`config.mk`:
```
export PLATFORM = sky130hd
export DESIGN_NAME = updown_mod_counter
export DESIGN_NICKNAME = d
export VERILOG_FILES = /design/src/rtl/counter_pkg.sv /design/src/rtl/cnt_prescaler.sv /design/src/rtl/updown_mod_counter.sv
export SDC_FILE = /design/constraint.sdc
export NUM_CORES = 1
export LEC_CHECK = 0
export BUFFER_PORTS_ARGS = -buffer_cell sky130_fd_sc_hd__buf_2
export CAP_MARGIN = 10
export CORE_AREA = 3 3 40 42
export CTS_BUF_LIST = sky130_fd_sc_hd__clkbuf_8
export CTS_CLUSTER_SIZE = 14
export DETAILED_ROUTE_END_ITERATION = 7
export DIE_AREA = 0 0 43 45
export PLACE_DENSITY = 0.53
export REMOVE_ABC_BUFFERS = 1
export SYNTH_ARGS = -nofsm -noshare
export SYNTH_HDL_FRONTEND = slang
export SYNTH_SLANG_ARGS = --single-unit
export TNS_END_PERCENT = 20
```
`constraint.sdc`:
```
create_clock -name clk -period 4.1 [get_ports clk]
set_input_delay 0.615 -clock clk [delete_from_list [all_inputs] [get_ports clk]]
set_output_delay 0.615 -clock clk [all_outputs]
set_load 0.02 [all_outputs]
```
`src/rtl/counter_pkg.sv`:
```
// Shared definitions for the modulo counter family: direction encodings
// and the default sizing constants used by the counter and its prescaler.
package counter_pkg;

    // Direction encodings for the 'up' input
    localparam logic DIR_UP   = 1'b1;
    localparam logic DIR_DOWN = 1'b0;

    // Default parameter values shared by every counter instance
    localparam int CNT_WIDTH_DEF    = 4;
    localparam int CNT_MODULUS_DEF  = 10;
    localparam int CNT_PRESCALE_DEF = 4;

    // Bit width needed to hold a count of 0..n-1, never less than one bit
    function automatic int cnt_bits(input int n);
        return (n > 1) ? $clog2(n) : 1;
    endfunction

endpackage

```
`src/rtl/cnt_prescaler.sv`:
```
// Enable prescaler: counts en-high cycles and asserts 'step' on every
// PRESCALE-th one. Cleared by reset or clr, holds while en is low.
module cnt_prescaler
    import counter_pkg::*;
#(
    parameter int PRESCALE = CNT_PRESCALE_DEF
) (
    input  logic clk,
    input  logic reset,
    input  logic clr,
    input  logic en,
    output logic step
);

    localparam int PW = cnt_bits(PRESCALE);
    localparam logic [PW-1:0] LAST = PW'(PRESCALE - 1);

    logic [PW-1:0] cnt;

    // Step fires combinationally on the en cycle that completes a group
    assign step = en && (cnt == LAST);

    // Count en-high cycles, restarting after each completed group
    always_ff @(posedge clk) begin
        if (reset || clr) begin
            cnt <= '0;
        end else if (en) begin
            if (cnt == LAST) begin
                cnt <= '0;
            end else begin
                cnt <= cnt + 1'b1;
            end
        end
    end

endmodule

```
`src/rtl/updown_mod_counter.sv`:
```
// Up/down modulo-MODULUS counter with saturating parallel load, registered
// wrap pulse and combinational terminal-count flag.
// Optional feature: define MODCNT_PRESCALE_EN to make a step occur only on
// every PRESCALE-th en-high cycle.
module updown_mod_counter
    import counter_pkg::*;
#(
    parameter int WIDTH    = CNT_WIDTH_DEF,
    parameter int MODULUS  = CNT_MODULUS_DEF,
    parameter int PRESCALE = CNT_PRESCALE_DEF
) (
    input  logic             clk,
    input  logic             reset,
    input  logic             en,
    input  logic             up,
    input  logic             load,
    input  logic [WIDTH-1:0] load_val,
    output logic [WIDTH-1:0] out,
    output logic             tick,
    output logic             tc
);

    localparam logic [WIDTH-1:0] MAX_VAL = WIDTH'(MODULUS - 1);
    localparam logic [WIDTH:0]   MOD_EXT = (WIDTH + 1)'(MODULUS);

    logic             step;
    logic             at_top;
    logic             at_bottom;
    logic             wrap;
    logic [WIDTH-1:0] step_val;
    logic [WIDTH-1:0] load_sat;

`ifdef MODCNT_PRESCALE_EN
    cnt_prescaler #(
        .PRESCALE(PRESCALE)
    ) u_prescaler (
        .clk  (clk),
        .reset(reset),
        .clr  (load),
        .en   (en),
        .step (step)
    );
`else
    // PRESCALE has no effect in this build; keep it referenced by name only
    localparam int unused_prescale = PRESCALE;
    assign step = en;
`endif

    // Next value for a step, wrapping explicitly at both ends of the range
    always_comb begin
        at_top    = (out == MAX_VAL);
        at_bottom = (out == '0);
        wrap      = (up == DIR_UP) ? at_top : at_bottom;
        if (up == DIR_UP) begin
            step_val = at_top ? '0 : out + 1'b1;
        end else begin
            step_val = at_bottom ? MAX_VAL : out - 1'b1;
        end
    end

    // Out-of-range load values saturate to the top of the count range
    assign load_sat = ({1'b0, load_val} < MOD_EXT) ? load_val : MAX_VAL;

    // Terminal count depends on the current direction
    assign tc = wrap;

    // Count register with priority reset > load > step > hold
    always_ff @(posedge clk) begin
        if (reset) begin
            out  <= '0;
            tick <= 1'b0;
        end else if (load) begin
            out  <= load_sat;
            tick <= 1'b0;
        end else if (step) begin
            out  <= step_val;
            tick <= wrap;
        end else begin
            tick <= 1'b0;
        end
    end

endmodule

```
* After elaboration in Yosys (flattened, before gate mapping)
Index checks and enable logic that the tools add are counted.
Cells by class: reductions and logical operators 3, order comparisons 1, bitwise logic cells 1, add/subtract/negate cells 2, equal/unequal tests 1, muxes and demuxes 7
Operators with widths (number):
- 2-to-1 mux 4 bit | 6
- adder 4 x 1 -> 4 bit (second input constant) | 1
- == test 4 bit (second input constant) | 1
- logical NOT 4 bit | 1
- less-than comparator 4 bit (second input constant) | 1
- subtractor 4 x 1 -> 4 bit (second input constant) | 1
- OR reduction 3 bit | 1
- nonzero test 2 bit | 1
- 2-to-1 mux 1 bit | 1
- inverter 1 bit | 1
Word-level totals: flip-flop bits (word level) 5

* Logic depth before layout (Yosys ltp)
word-level depth 5, gate-level depth with buffers 4

* Worst setup path before layout
Ideal clock, no wire load.
path type input -> output, start point input up, end point output tc, slack 1.953 ns, arrival 1.532 ns, stages on the path 2, required time 3.485 ns, path buffers 0, cells stage by stage or3_1 > a211oi_1
Between the ends: word-level cells in the longest chain between the ends 1
Ends and longest elaborated chain:
- start, declared | line updown_mod_counter.sv:15 | input logic up,
- 2-to-1 mux 1 bit | line updown_mod_counter.sv:53 | wrap = (up == DIR_UP) ? at_top : at_bottom;
- end, declared | line updown_mod_counter.sv:20 | output logic tc
Every way passes these cells.

* Final worst setup path
Same ends and word-level chain as after synthesis.

==> run summary <==
======================================================================================
Share of final-layout standard cells stronger than drive strength 1              36.4%
Crit path required time                                                        3.48 ns
Boundary pin count                                                                  15
Library cell used as clock root buffer                                    sky130_fd_sc_hd__clkbuf_8
Overall die width                                                                43 um
Total count of max-transition violations in the final report                         0
Worst Tran Pin Value                                                          0.376 ns
Number of cells produced by synthesis                                               38
Tmin final                                                                     2.15 ns
Tot GR Track Use                                                                 9.33%
Vias per cell                                                                     5.17
Number of nets in the finished design                                               65
Iter 0 DRT Violations                                                                5
Final period utilization                                                         52.4%
Post-route DRC                                                                       0
Wire length of the first global-routing pass                                   1310 um
Launch instance of the worst register-to-register path                          out[0]
Number of cells on the worst reg-to-reg path                                         3
Portion of synthesized cell area occupied by the leading cell type               29.0%
Number of buffers inserted during clock tree synthesis                               3
Clock net sink count                                                                 5
Run status                                                                complete, no violations
Area delta synth->final                                                          35.5%
Setup slack of the critical path after layout                                  1.95 ns
Final hold viol count                                                                0
Placement-stage worst setup slack                                              1.95 ns
Buffers from clock root to sink, at most                                             2
Synthesized cell area                                                        345 sq um
Endpoint kind of the worst setup timing path                                output pin
Critical path, cell by cell                                               buf_2 > or3_1 > a211oi_1 > buf_2
Library cell contributing the largest single delay on the critical path   sky130_fd_sc_hd__or3_1
Pin count of the biggest net entering global routing                                11
DRT antenna net count                                                                0
Wirelength, routed                                                              799 um
Layout fillers                                                                     132
Hold/Removal Path Class                                                        reg2reg
CTS HTree Levels                                                                     1
Reg2reg end                                                                     out[2]
Area of the die                                                             1940 sq um
CP max FO                                                                            7
Max-cap viol count                                                                   0
Finish-stage setup viols                                                             0
Count of input and output buffers                                                   14
Number of antenna violations at the first check in global routing                    0
Worst Clk Skew                                                              0.00194 ns
Syn_area_per_cell                                                           9.09 sq um
Most used flip-flop cell after synthesis                                  sky130_fd_sc_hd__dfxtp_1
Share of flip-flops with an asynchronous set or reset                               0%
RSZ-0062 raised after global routing                                             false
Hold bufs inserted after CTS                                                         0
Library cell occupying the most area in the post-synthesis netlist        sky130_fd_sc_hd__dfxtp_1
Crit path launch                                                                    up
Post-DP HPWL                                                                    634 um
Number of enable flip-flop cells after synthesis                                     0
Share of total power consumed by net switching                                   27.9%
Final Instance Count excl. Fillers                                                  70
Via count of the first global-routing pass                                         316
Number of inserted diodes                                                            0
Std-Cell Core Area                                                          1280 sq um
Worst skew pair latency                                                        0.22 ns
Biggest cell delay along the critical path                                     0.31 ns
Routed wirelength normalized by instance count                                 11.4 um
Worst IR drop on VDD                                                         0.0762 mV
Worst-case headroom to the max-slew limit                                        74.9%
Data arrival time at the worst-slack endpoint                                  1.53 ns
Critical Path Source Type                                                    input pin
Register area                                                                100 sq um
Power density over the cells                                               396 nW/um^2
CTS-repair resized insts                                                             0
Cell area after placement                                                    423 sq um
Most repeated library cell on the critical path                           sky130_fd_sc_hd__buf_2
Seq pwr share                                                                    32.5%
Total via count in the routed design                                               362
Area of combinational cells with multiple inputs                             219 sq um
Switching Power                                                            0.0000517 W
Most area-consuming cells after synthesis                                 sky130_fd_sc_hd__dfxtp_1, sky130_fd_sc_hd__xnor2_1, sky130_fd_sc_hd__a21oi_1
Share of total power in combinational logic                                      19.5%
Initial DRT Pass Iterations                                                          4
Count of different cell masters after synthesis                                     24
Area of all placed cells without fillers                                     468 sq um
Max frequency                                                                  466 MHz
Slack of the worst reg-to-reg path                                             2.53 ns
Clock slew seen by the registers of the worst setup and hold paths             0.04 ns
Aggregate global routing overflow                                                    0
Buffer count from post-CTS setup fixing                                              0
Leakage power summed over all cells                                           0.197 nW
Internal Power                                                              0.000133 W
Clock share of power                                                             48.1%
Sequential-to-total area share from yosys stat                                   29.0%
Placer's final routability congestion estimate                                   0.739
Post-synthesis sequential element count                                              5
Sum of negative setup slack                                                       0 ns
Synth Warn #                                                                         0
Critical path capture point                                                         tc
Die Y-Extent                                                                     45 um
Number of standard-cell rows in the floorplan                                       13
Class of the most critical setup path                                           in2out
Initial core utilization                                                         26.9%
DP Cell Count                                                                       66
TritonCTS clock tree                                                              done
======================================================================================
-- power by group through the flow --
| stage | clock network [W] | registers (W) | logic, W |
|---|---|---|---|
| after floorplan | 0 | 0.0000633 | 0.0000191 |
| after global placement | 0 | 0.0000610 | 0.0000366 |
| after detailed placement | 0 | 0.0000607 | 0.0000363 |
| after CTS | 0.0000904 | 0.0000599 | 0.0000364 |
| after global routing | 0.0000958 | 0.0000610 | 0.0000396 |
| final | 0.0000890 | 0.0000601 | 0.0000361 |
-- per-stage QoR --
step / util [%] / total power, W / hold slack [ns]
final: 36.4 / 0.000185 / 0.619
after global routing: 36.4 / 0.000196 / 0.628
after CTS: 36.4 / 0.000187 / 0.618
after detailed placement: 32.9 / 0.0000970 / 0.614
after global placement: 32.9 / 0.0000976 / 0.631
after floorplan: - / 0.0000823 / 0.649
-- layer usage --
| metal | global-route usage, % | vias up | routed length (um) |
|---|---|---|---|
| li1 | - | 188 | - |
| met2 | 12.9 | 13 | 335 |
| met4 | 7.23 | 0 | 10 |
| met5 | 0 | - | 0 |
| met3 | 3.59 | 2 | 65 |
| met1 | 11.6 | 159 | 387 |
-- final cells by class --
| type | instances | area share [%] |
|---|---|---|
| Tap cell | 15 | 4.01 |
| Timing Repair Buffer | 14 | 15.0 |
| Clock buffer | 3 | 8.82 |
| Clock inverter | 1 | 0.802 |
| Multi-Input combinational cell | 28 | 46.8 |
| Inverter | 4 | 3.21 |
| Sequential cell | 5 | 21.4 |
-- worst max-delay path, delay by kind of cell --
kind	cells	cell delay [ns]
buffers and inverters	2	0.35
AND/OR/NAND/NOR	1	0.31
AO/OA/AOI/OAI	1	0.26
-- how the worst min path moves through the flow --
| stage | start | slack [ns] | depth (start not counted) | to |
|---|---|---|---|---|
| finish | out[1] | 0.62 | 2 | out[1] |
| global route | load | 0.63 | 2 | tick |
| CTS | out[1] | 0.62 | 2 | out[1] |
| detailed placement | out[1] | 0.61 | 2 | out[1] |
| global placement | out[1] | 0.63 | 2 | out[1] |
| floorplan | out[1] | 0.65 | 2 | out[1] |
-- cells in the mapped netlist, types with 2 or more instances --
cell,number
sky130_fd_sc_hd__a211oi_1,2
sky130_fd_sc_hd__a21oi_1,3
sky130_fd_sc_hd__o21ai_0,2
sky130_fd_sc_hd__nand4_1,2
sky130_fd_sc_hd__inv_1,4
sky130_fd_sc_hd__nand3_1,2
sky130_fd_sc_hd__dfxtp_1,5
sky130_fd_sc_hd__xnor2_1,2
-- state kept, by name, summed over array words and instances (netlist names) --
name / flops
out: 4
tick: 1
-- cell usage in the layout (no fill, tap or decap) --
cell	n
sky130_fd_sc_hd__or3_1	1
sky130_fd_sc_hd__or4b_1	1
sky130_fd_sc_hd__or4_4	1
sky130_fd_sc_hd__a311oi_1	1
sky130_fd_sc_hd__buf_2	14
sky130_fd_sc_hd__nor2_1	1
sky130_fd_sc_hd__nand2_1	1
sky130_fd_sc_hd__nor4b_2	1
sky130_fd_sc_hd__a211oi_1	2
sky130_fd_sc_hd__a221oi_1	1
sky130_fd_sc_hd__o41a_1	1
sky130_fd_sc_hd__a21oi_1	3
sky130_fd_sc_hd__clkbuf_8	3
sky130_fd_sc_hd__o311a_1	1
sky130_fd_sc_hd__nand3_1	2
sky130_fd_sc_hd__inv_1	5
sky130_fd_sc_hd__o21ai_0	2
sky130_fd_sc_hd__dfxtp_1	5
sky130_fd_sc_hd__xor2_1	1
sky130_fd_sc_hd__xnor2_1	2
sky130_fd_sc_hd__nand4_1	2
sky130_fd_sc_hd__nor2b_1	1
sky130_fd_sc_hd__a2111o_1	1
sky130_fd_sc_hd__o22a_1	1
sky130_fd_sc_hd__a311oi_2	1
-- kinds of logic after synthesis --
group	count (synthesis)	synth area share, %
flops	5	29.0
simple gates	11	22.8
xor+xnor	3	7.61
compound gates	14	33.0
buf+inv	5	7.61
No activity file was read; power rests on OpenSTA's default activity.
